--- src/rtl/ttu_track_scheduler.sv ---
// ttu_track_scheduler: round-robin arbiter that time-shares one target
// tracking unit (TTU) among NUM_REQ fire-control requesters. It supervises
// each job through ack and result timeouts, pulses the TTU reset when a job
// hangs, and holds a guard gap between radar shots.
//
// state      | meaning
// -----------+-------------------------------------------------------------
// S_IDLE     | no job; picks the next pending requester round-robin
// S_CMD      | track command high this cycle; arms the ack timer
// S_WAIT_ACK | waiting for the TTU to enter TRANSMIT
// S_WAIT_RES | waiting for LOCKED (OK) or IDLE (MISS)
// S_RECOVER  | TTU reset pulse high; emits the TIMEOUT result
// S_GUARD    | quiet gap before the next command
module ttu_track_scheduler #(
  parameter int NUM_REQ        = 4,
  parameter int ID_W           = 2,
  parameter int ACK_TIMEOUT    = 4,
  parameter int RESULT_TIMEOUT = 1000,
  parameter int GUARD_CYCLES   = 2,
  parameter int CNT_W          = 10
) (
  input  logic               clk,
  input  logic               rst,
  input  logic [NUM_REQ-1:0] req,
  output logic               busy,
  output logic [ID_W-1:0]    grant_id,
  output logic               result_valid,
  output logic [ID_W-1:0]    result_id,
  output logic [13:0]        result_distance,
  output logic [1:0]         result_status,
  output logic               ttu_track_cmd,
  output logic               ttu_rst,
  input  logic [1:0]         ttu_state,
  input  logic               ttu_target_locked,
  input  logic [13:0]        ttu_distance
);

  typedef enum logic [2:0] {
    S_IDLE,
    S_CMD,
    S_WAIT_ACK,
    S_WAIT_RES,
    S_RECOVER,
    S_GUARD
  } state_t;

  localparam logic [1:0] ST_OK      = 2'b00;
  localparam logic [1:0] ST_MISS    = 2'b01;
  localparam logic [1:0] ST_TIMEOUT = 2'b10;

  localparam logic [1:0] TTU_IDLE     = 2'b00;
  localparam logic [1:0] TTU_TRANSMIT = 2'b01;
  localparam logic [1:0] TTU_LOCKED   = 2'b11;

  state_t               state_q, state_d;
  logic [CNT_W-1:0]     cnt_q, cnt_d;
  logic [NUM_REQ-1:0]   pending_q, pending_d;
  logic [ID_W-1:0]      ptr_q, ptr_d;
  logic [ID_W-1:0]      grant_id_q, grant_id_d;
  logic                 busy_q, busy_d;
  logic                 cmd_q, cmd_d;
  logic                 ttu_rst_q, ttu_rst_d;
  logic                 res_valid_q, res_valid_d;
  logic [ID_W-1:0]      res_id_q, res_id_d;
  logic [13:0]          res_dist_q, res_dist_d;
  logic [1:0]           res_status_q, res_status_d;

  logic [2*NUM_REQ-1:0] pend_dbl;
  logic [NUM_REQ-1:0]   pend_rot;
  logic [ID_W:0]        rr_start;
  logic [ID_W:0]        rr_off;
  logic [ID_W:0]        rr_sum;
  logic                 rr_found;
  logic [ID_W-1:0]      rr_pick;
  logic [NUM_REQ-1:0]   rr_mask;

  // Round-robin pick: rotate pending so bit 0 is ptr+1, take the lowest set bit.
  always_comb begin
    rr_start = {1'b0, ptr_q} + (ID_W+1)'(1);
    pend_dbl = {pending_q, pending_q};
    pend_rot = NUM_REQ'(pend_dbl >> rr_start);
    rr_found = 1'b0;
    rr_off   = '0;
    for (int k = NUM_REQ - 1; k >= 0; k--) begin
      if (pend_rot[k]) begin
        rr_found = 1'b1;
        rr_off   = (ID_W+1)'(k);
      end
    end
    rr_sum = rr_start + rr_off;
    if (rr_sum >= (ID_W+1)'(NUM_REQ)) begin
      rr_sum = rr_sum - (ID_W+1)'(NUM_REQ);
    end
    rr_pick = rr_sum[ID_W-1:0];
    rr_mask = NUM_REQ'(1) << rr_pick;
  end

  // Next-state and registered-output logic for the job sequencer.
  always_comb begin
    state_d      = state_q;
    cnt_d        = cnt_q;
    pending_d    = pending_q | req;
    ptr_d        = ptr_q;
    grant_id_d   = grant_id_q;
    busy_d       = busy_q;
    cmd_d        = 1'b0;
    ttu_rst_d    = 1'b0;
    res_valid_d  = 1'b0;
    res_id_d     = res_id_q;
    res_dist_d   = res_dist_q;
    res_status_d = res_status_q;

    case (state_q)
      S_IDLE: begin
        if (rr_found) begin
          // A request arriving on the same cycle as the clear re-queues the bit.
          pending_d  = (pending_q & ~rr_mask) | req;
          grant_id_d = rr_pick;
          ptr_d      = rr_pick;
          busy_d     = 1'b1;
          cmd_d      = 1'b1;
          state_d    = S_CMD;
        end
      end

      S_CMD: begin
        cnt_d   = CNT_W'(ACK_TIMEOUT);
        state_d = S_WAIT_ACK;
      end

      S_WAIT_ACK: begin
        if (ttu_state == TTU_TRANSMIT) begin
          cnt_d   = CNT_W'(RESULT_TIMEOUT);
          state_d = S_WAIT_RES;
        end else if (cnt_q <= CNT_W'(1)) begin
          ttu_rst_d = 1'b1;
          state_d   = S_RECOVER;
        end else begin
          cnt_d = cnt_q - CNT_W'(1);
        end
      end

      S_WAIT_RES: begin
        if (ttu_state == TTU_LOCKED && ttu_target_locked) begin
          res_valid_d  = 1'b1;
          res_id_d     = grant_id_q;
          res_dist_d   = ttu_distance;
          res_status_d = ST_OK;
        end else if (ttu_state == TTU_IDLE) begin
          res_valid_d  = 1'b1;
          res_id_d     = grant_id_q;
          res_dist_d   = '0;
          res_status_d = ST_MISS;
        end else if (cnt_q <= CNT_W'(1)) begin
          ttu_rst_d = 1'b1;
          state_d   = S_RECOVER;
        end else begin
          cnt_d = cnt_q - CNT_W'(1);
        end
      end

      S_RECOVER: begin
        res_valid_d  = 1'b1;
        res_id_d     = grant_id_q;
        res_dist_d   = '0;
        res_status_d = ST_TIMEOUT;
      end

      S_GUARD: begin
        if (cnt_q <= CNT_W'(1)) begin
          busy_d  = 1'b0;
          state_d = S_IDLE;
        end else begin
          cnt_d = cnt_q - CNT_W'(1);
        end
      end

      default: begin
        busy_d  = 1'b0;
        state_d = S_IDLE;
      end
    endcase

    // Every result hands over to the guard gap, or straight to IDLE if it is zero.
    if (res_valid_d) begin
      if (GUARD_CYCLES == 0) begin
        busy_d  = 1'b0;
        state_d = S_IDLE;
      end else begin
        cnt_d   = CNT_W'(GUARD_CYCLES);
        state_d = S_GUARD;
      end
    end
  end

  // State and output registers; reset aborts any job without a result.
  always_ff @(posedge clk) begin
    if (rst) begin
      state_q      <= S_IDLE;
      cnt_q        <= '0;
      pending_q    <= '0;
      ptr_q        <= ID_W'(NUM_REQ - 1);
      grant_id_q   <= '0;
      busy_q       <= 1'b0;
      cmd_q        <= 1'b0;
      ttu_rst_q    <= 1'b0;
      res_valid_q  <= 1'b0;
      res_id_q     <= '0;
      res_dist_q   <= '0;
      res_status_q <= '0;
    end else begin
      state_q      <= state_d;
      cnt_q        <= cnt_d;
      pending_q    <= pending_d;
      ptr_q        <= ptr_d;
      grant_id_q   <= grant_id_d;
      busy_q       <= busy_d;
      cmd_q        <= cmd_d;
      ttu_rst_q    <= ttu_rst_d;
      res_valid_q  <= res_valid_d;
      res_id_q     <= res_id_d;
      res_dist_q   <= res_dist_d;
      res_status_q <= res_status_d;
    end
  end

  assign busy            = busy_q;
  assign grant_id        = grant_id_q;
  assign result_valid    = res_valid_q;
  assign result_id       = res_id_q;
  assign result_distance = res_dist_q;
  assign result_status   = res_status_q;
  assign ttu_track_cmd   = cmd_q;
  assign ttu_rst         = ttu_rst_q;

endmodule

--- config.mk ---
export PLATFORM = sky130hd
export DESIGN_NAME = ttu_track_scheduler
export DESIGN_NICKNAME = d
export VERILOG_FILES = /design/src/rtl/ttu_track_scheduler.sv
export SDC_FILE = /design/constraint.sdc
export NUM_CORES = 1
export LEC_CHECK = 0
export CORE_UTILIZATION = 35
export CTS_CLUSTER_SIZE = 25
export DETAILED_ROUTE_END_ITERATION = 7
export SETUP_SLACK_MARGIN = 0.4
export SYNTH_ARGS = -nofsm -noshare
export SYNTH_HDL_FRONTEND = slang
export SYNTH_SLANG_ARGS = --single-unit
--- constraint.sdc ---
create_clock -name clk -period 3.1 [get_ports clk]
set_clock_uncertainty 0.2 [all_clocks]
set_input_delay 0.93 -clock clk [delete_from_list [all_inputs] [get_ports clk]]
set_output_delay 0.93 -clock clk [all_outputs]
set_load 0.02 [all_outputs]
======== Yosys cells after proc, flatten, opt, wreduce, memory -nomap -nowiden ========
Index checks and enable logic that the tools add are counted.
cells by class
  add/subtract/negate cells ............... 4
  $lt $le $gt $ge ......................... 2
  equality and inequality tests ........... 17
  shifts and indexed selects .............. 2
  mux-type cells .......................... 46
  bitwise operators ....................... 7
  reduce and logical (&&, ||, !) cells .... 16
operators with widths
  kind                                                                               count
  10-bit 2-to-1 mux                                                                  4
  10-bit case mux with 4 select lines                                                1
  3-bit 2-to-1 mux                                                                   10
  14-bit 2-to-1 mux                                                                  2
  14-bit case mux with 2 select lines                                                1
  3-bit case mux with 6 select lines                                                 1
  3-bit inequality test, second input constant                                       5
  2-bit 2-to-1 mux                                                                   7
  1-bit 2-to-1 mux                                                                   13
  10-bit by 1-bit less-or-equal comparator with 1-bit output, second input constant  1
  2-bit inequality test, second input constant                                       5
  5-bit AND reduction                                                                2
  10-bit by 1-bit subtractor with 10-bit output, second input constant               1
  3-bit AND reduction                                                                3
  4-bit 2-to-1 mux                                                                   2
  4-bit bitwise OR                                                                   2
  2-bit case mux with 2 select lines                                                 2
  8-bit by 3-bit >> shifter with 4-bit output                                        1
  3-bit by 2-bit equality test with 1-bit output, second input constant              2
  3-bit equality test, second input constant                                         2
  5-bit nonzero test                                                                 1
  4-bit AND                                                                          1
  4-bit inverter                                                                     1
  1-bit case mux with 2 select lines                                                 2
  18 further kinds                                                                   22
storage, ports and cells
  flip-flop bits (word level) ............. 43
  bits of input ports ..................... 23
  output and inout bits ................... 24
  word-level logic and storage cells ...... 108

======== Logic depth before layout (Yosys ltp) ========
  depth in word-level cells ............... 15
  mapped depth ............................ 9
  gate-level depth less buffers ........... 8

======== Worst setup path before layout ========
Ideal clock, no wire load.
  kind .................................... input port to flip-flop
  start point ............................. input port ttu_target_locked
  end point ............................... register cnt_q[4]
  setup time .............................. 0.072 ns
  arrival ................................. 2.086 ns
  required time ........................... 2.828 ns
  setup slack ............................. 0.742 ns
  stages on the path ...................... 6
  buffers on the path ..................... 0
  cells stage by stage .................... and3_1 -> o211ai_2 -> and2_1 -> nand2b_1 -> or3_1 -> a21oi_1
between the ends
  cells in the longest elaborated chain, start to end .. 4
  elaborated cells between the ends (all ways) .. 6
  those cells by class .................... eq/ne: 1; mux: 2; reduce/logical: 3
RTL lines
  item                                RTL line  text
  start, declared                     34        input logic ttu_target_locked,
  1-bit logical AND (*)               144       if (ttu_state == TTU_LOCKED && ttu_target_locked) begin
  1-bit 2-to-1 mux                    144
  1-bit case mux with 2 select lines  113       case (state_q)
  2-bit OR reduction (no line)        --
  end signal, assigned                213       cnt_q <= cnt_d;
  end, declared                       56        logic [CNT_W-1:0] cnt_q, cnt_d;
Every way passes the cells marked *; elsewhere a longest branch is shown, timed or not.
A chain may end at the register's enable or synchronous reset.

======== Worst setup path after layout ========
  start point ............................. input port ttu_state[1]
  end point ............................... register cnt_q[4]
between the ends
  cells in the longest elaborated chain, start to end .. 5
  elaborated cells between the ends (all ways) .. 13
  those cells by class .................... eq/ne: 4; mux: 5; reduce/logical: 4
RTL lines
  item                                                             RTL line  text
  start, declared                                                  33        input logic [1:0] ttu_state,
  2-bit logical NOT / 2-bit equality test (equally long branches)  149, 144
  1-bit 2-to-1 mux / 1-bit logical AND (equally long branches)     149, 144
  1-bit 2-to-1 mux                                                 144
  1-bit case mux with 2 select lines                               113
  2-bit OR reduction (no line)                                     --
Several ways; a longest one is shown, not always the timed one.

==> flow_summary.yaml <==
layout:
  finalNetCount: 317
  layout-area-overhead-vs-synth_pct: 31.9
  final_design_area_no_fill_um2: 2780
  antenna_cells: 0
  fillers: 542
  drive_gt1_share_pct: 8.90
  multi_input_combinational_cell_area_um2: 1170
  postLayoutCoreUtil_pct: 49.1
  layout.cells.non_filler: 364
  storage_cell_area_um2: 861
logic_synthesis:
  number_of_register_bits_inferred_by_synthesis: 43
  synth_edf_count: 0
  mapped_cell_area_um2: 2110
  syn_avg_cell_area_um2: 8.62
  yosys.cell_types.count: 54
  async_flop_share_pct: 0
  ys.warnings.count: 0
  synth_fp_nets: 271
  synth_seq_area_share_pct: 40.8
  netlist_instances: 245
  ys_dominant_reg_cell: "sky130_fd_sc_hd__dfxtp_1"
detailed_routing:
  detail_route.wirelength_mm: 5.07
  first_iter_violations: 71
  drt_first_pass_iters: 4
  remaining_design_rule_violation_count: 0
  detail-route-antenna-nets: 0
  via_count: 1947
  drt-vias-per-instance: 5.35
  wire_per_inst_um: 13.9
timing:
  tightestPinTransition_ns: 0.541
  finalMaxSlewViolations: 0
  setup_violations: 0
  relSlewSlack_pct: 63.7
  final_hold_violations: 0
  layout_worst_path_cycle_share_pct: 83.9
  fmax_mhz: 385
  hold_ws_ns: 0.279
  timing.setup.tns_ns: 0
  grt_setup_unrepaired: "true"
  period_needed_ns: 2.60
  finalWorstSetupSlack_ns: 0.500
floorplanning:
  fp-row-count: 27
  floorplan.die_area_um2: 6350
  die_w_um: 79.7
  die_height_um: 79.7
  pin_count: 47
  initial_utilization_pct: 37.2
  floorplan.core_area_um2: 5680
place:
  dpl-instance-area_um2: 2650
  io_buffers: 46
  place_worst_setup_slack_ns: 0.141
  detailedPlacementHpwl_mm: 3.73
  placedCellCount: 356
  finalWeightedCongestion: 0.841
clock_tree:
  post_cts_resized: 0
  number_of_h_tree_levels: 2
  insertion_delay_ns: 0.29
  clock_tree.root_cell: "sky130_fd_sc_hd__clkbuf_8"
  post_cts_buffers: 0
  cts.sinks: 43
  number_of_buffers_on_the_longest_clock_path: 2
  post_cts_hold_buffer_count: 0
  tritoncts: "built"
  cts_buffers: 5
  clk_pin_slew_worst_paths_ns: 0.08
critical_path:
  crit_arrival_ns: 2.63
  critical_path_required_ns: 3.13
  critPathCaptureType: "flop"
  worstPathCellList: "clkdlybuf4s50_1 > and3_2 > o211ai_2 > and2_4 > nand2b_1 > or3_1 > a21oi_1"
  highest_fanout_seen_on_the_critical_path: 6
  cpMaxStageDelayCell: "sky130_fd_sc_hd__clkdlybuf4s50_1"
  critical_path_class: "input port to flop"
  startpoint_type: "input port"
  max_stage_delay_ns: 0.43
flow_run:
  drv_cap: 0
power_and_ir_drop:
  power_density_nw_per_um2: 947
  peakVddDrop_v: 0.000425
  power.total_mw: 2.64
  p_leak_nw: 1.08
run_status:
  result_of_the_run: "finished, final reports clean"
worst_hold_path:
  min_path_type: "flop to flop"
global_route:
  grt_pass1_wl_mm: 8.11
  total_routing_usage_gr_pct: 16.4
  largest_net_degree_at_the_start_of_global_routing: 20
  antenna_found_initial: 0
  grt_overflow_total: 0
  vias_in_the_first_global_route: 1689
-- synthesized netlist by cell type, drive strengths merged, types with 4 or more instances --
| master | n | area share (%) |
|---|---|---|
| a31oi | 5 | 1.5 |
| nor2 | 36 | 6.4 |
| xnor2 | 4 | 1.7 |
| inv | 4 | 0.71 |
| nand2b | 5 | 1.5 |
| nor2b | 5 | 1.5 |
| a21oi | 17 | 4.2 |
| a211oi | 6 | 2.1 |
| nor3 | 8 | 1.9 |
| clkbuf | 7 | 1.2 |
| buf | 7 | 1.9 |
| dfxtp | 43 | 41 |
| nand2 | 15 | 2.7 |
| o21ai | 12 | 2.8 |
| or3 | 4 | 1.2 |
| a22o | 14 | 5.8 |
| mux2i | 4 | 1.9 |
-- final timing paths --
path                                                        from                          endpoint  slack, ns  cells after the start
worst max-delay path                                ttu_state[1]             cnt_q[4]$_SDFFE_PP0P_       0.50                      7
worst max register to register             ptr_q[0]$_SDFFE_PP1P_           pending_q[3]$_SDFF_PP0_       0.69                      8
worst min register to register  result_distance[11]$_SDFFE_PP0P_  result_distance[11]$_SDFFE_PP0P_       0.28                      1
worst min-delay path            result_distance[11]$_SDFFE_PP0P_  result_distance[11]$_SDFFE_PP0P_       0.28                      1
-- layer usage --
| metal | track usage [%] | part of all wire [%] | wire, um | vias to the layer above |
|---|---|---|---|---|
| li1 | - | - | - | 994 |
| met3 | 4.00 | 6.8 | 346 | 6 |
| met5 | 0 | 0 | 0 | - |
| met4 | 5.45 | 1.5 | 77 | 0 |
| met1 | 23.2 | 51 | 2590 | 882 |
| met2 | 24.2 | 41 | 2050 | 65 |
-- worst max-delay path, delay by kind of cell --
family | cells | cell delay (ns)
simple gates | 4 | 0.88
compound gates | 2 | 0.39
buf+inv | 1 | 0.43
-- cell type report --
class	count	share of cell area (%)
clock buffers	6	2.61
flip-flops and latches	43	30.9
well taps	72	3.24
inverters	4	0.539
multi-input cells	184	42.1
repair buffers	53	18.4
clock inverters	2	2.16
-- placed cells by master, fill, tap and decap left out, drive strengths merged, types with 2 or more instances in the layout --
cell	count
clkdlybuf4s50	46
dfxtp	43
nor2	36
a21oi	17
nand2	15
a22o	14
o21ai	12
nor3	8
buf	7
a211oi	6
clkbuf	6
nor2b	5
a31oi	5
nand2b	5
inv	4
mux2i	4
or3	4
xnor2	4
a221oi	3
nand3	3
ha	3
nor4	3
and3	3
and2	3
nand3b	2
xor2	2
a21o	2
or2	2
nor3b	2
bufinv	2
or4	2
o2111ai	2
o311ai	2
-- power breakdown --
group	switching [mW]	internal (mW)	total, mW
clock	0.188	0.322	0.510
combinational	0.718	0.568	1.29
sequential	0.179	0.663	0.842
total	1.09	1.55	2.64
-- cells by family (layout without fill, tap and decap cells) --
group	after synthesis	in the layout	share of synthesized area [%]
AOI/OAI and AO/OA	75	75	26.3
xor gates and xnor gates	6	6	2.49
adders and majority gates	3	3	1.78
buffers and inverters	18	65	3.85
DFF	43	43	40.8
muxes	4	4	1.90
and+or+nand+nor	96	96	22.9
-- state kept, by name, summed over array words and instances, names as in the netlist --
signal           flops
ttu_rst              1
ttu_track_cmd        1
result_valid         1
pending_q            4
result_distance     14
cnt_q               10
result_id            2
state_q              3
result_status        2
grant_id             2
ptr_q                2
busy                 1
No activity file was read; power rests on OpenSTA's default activity.
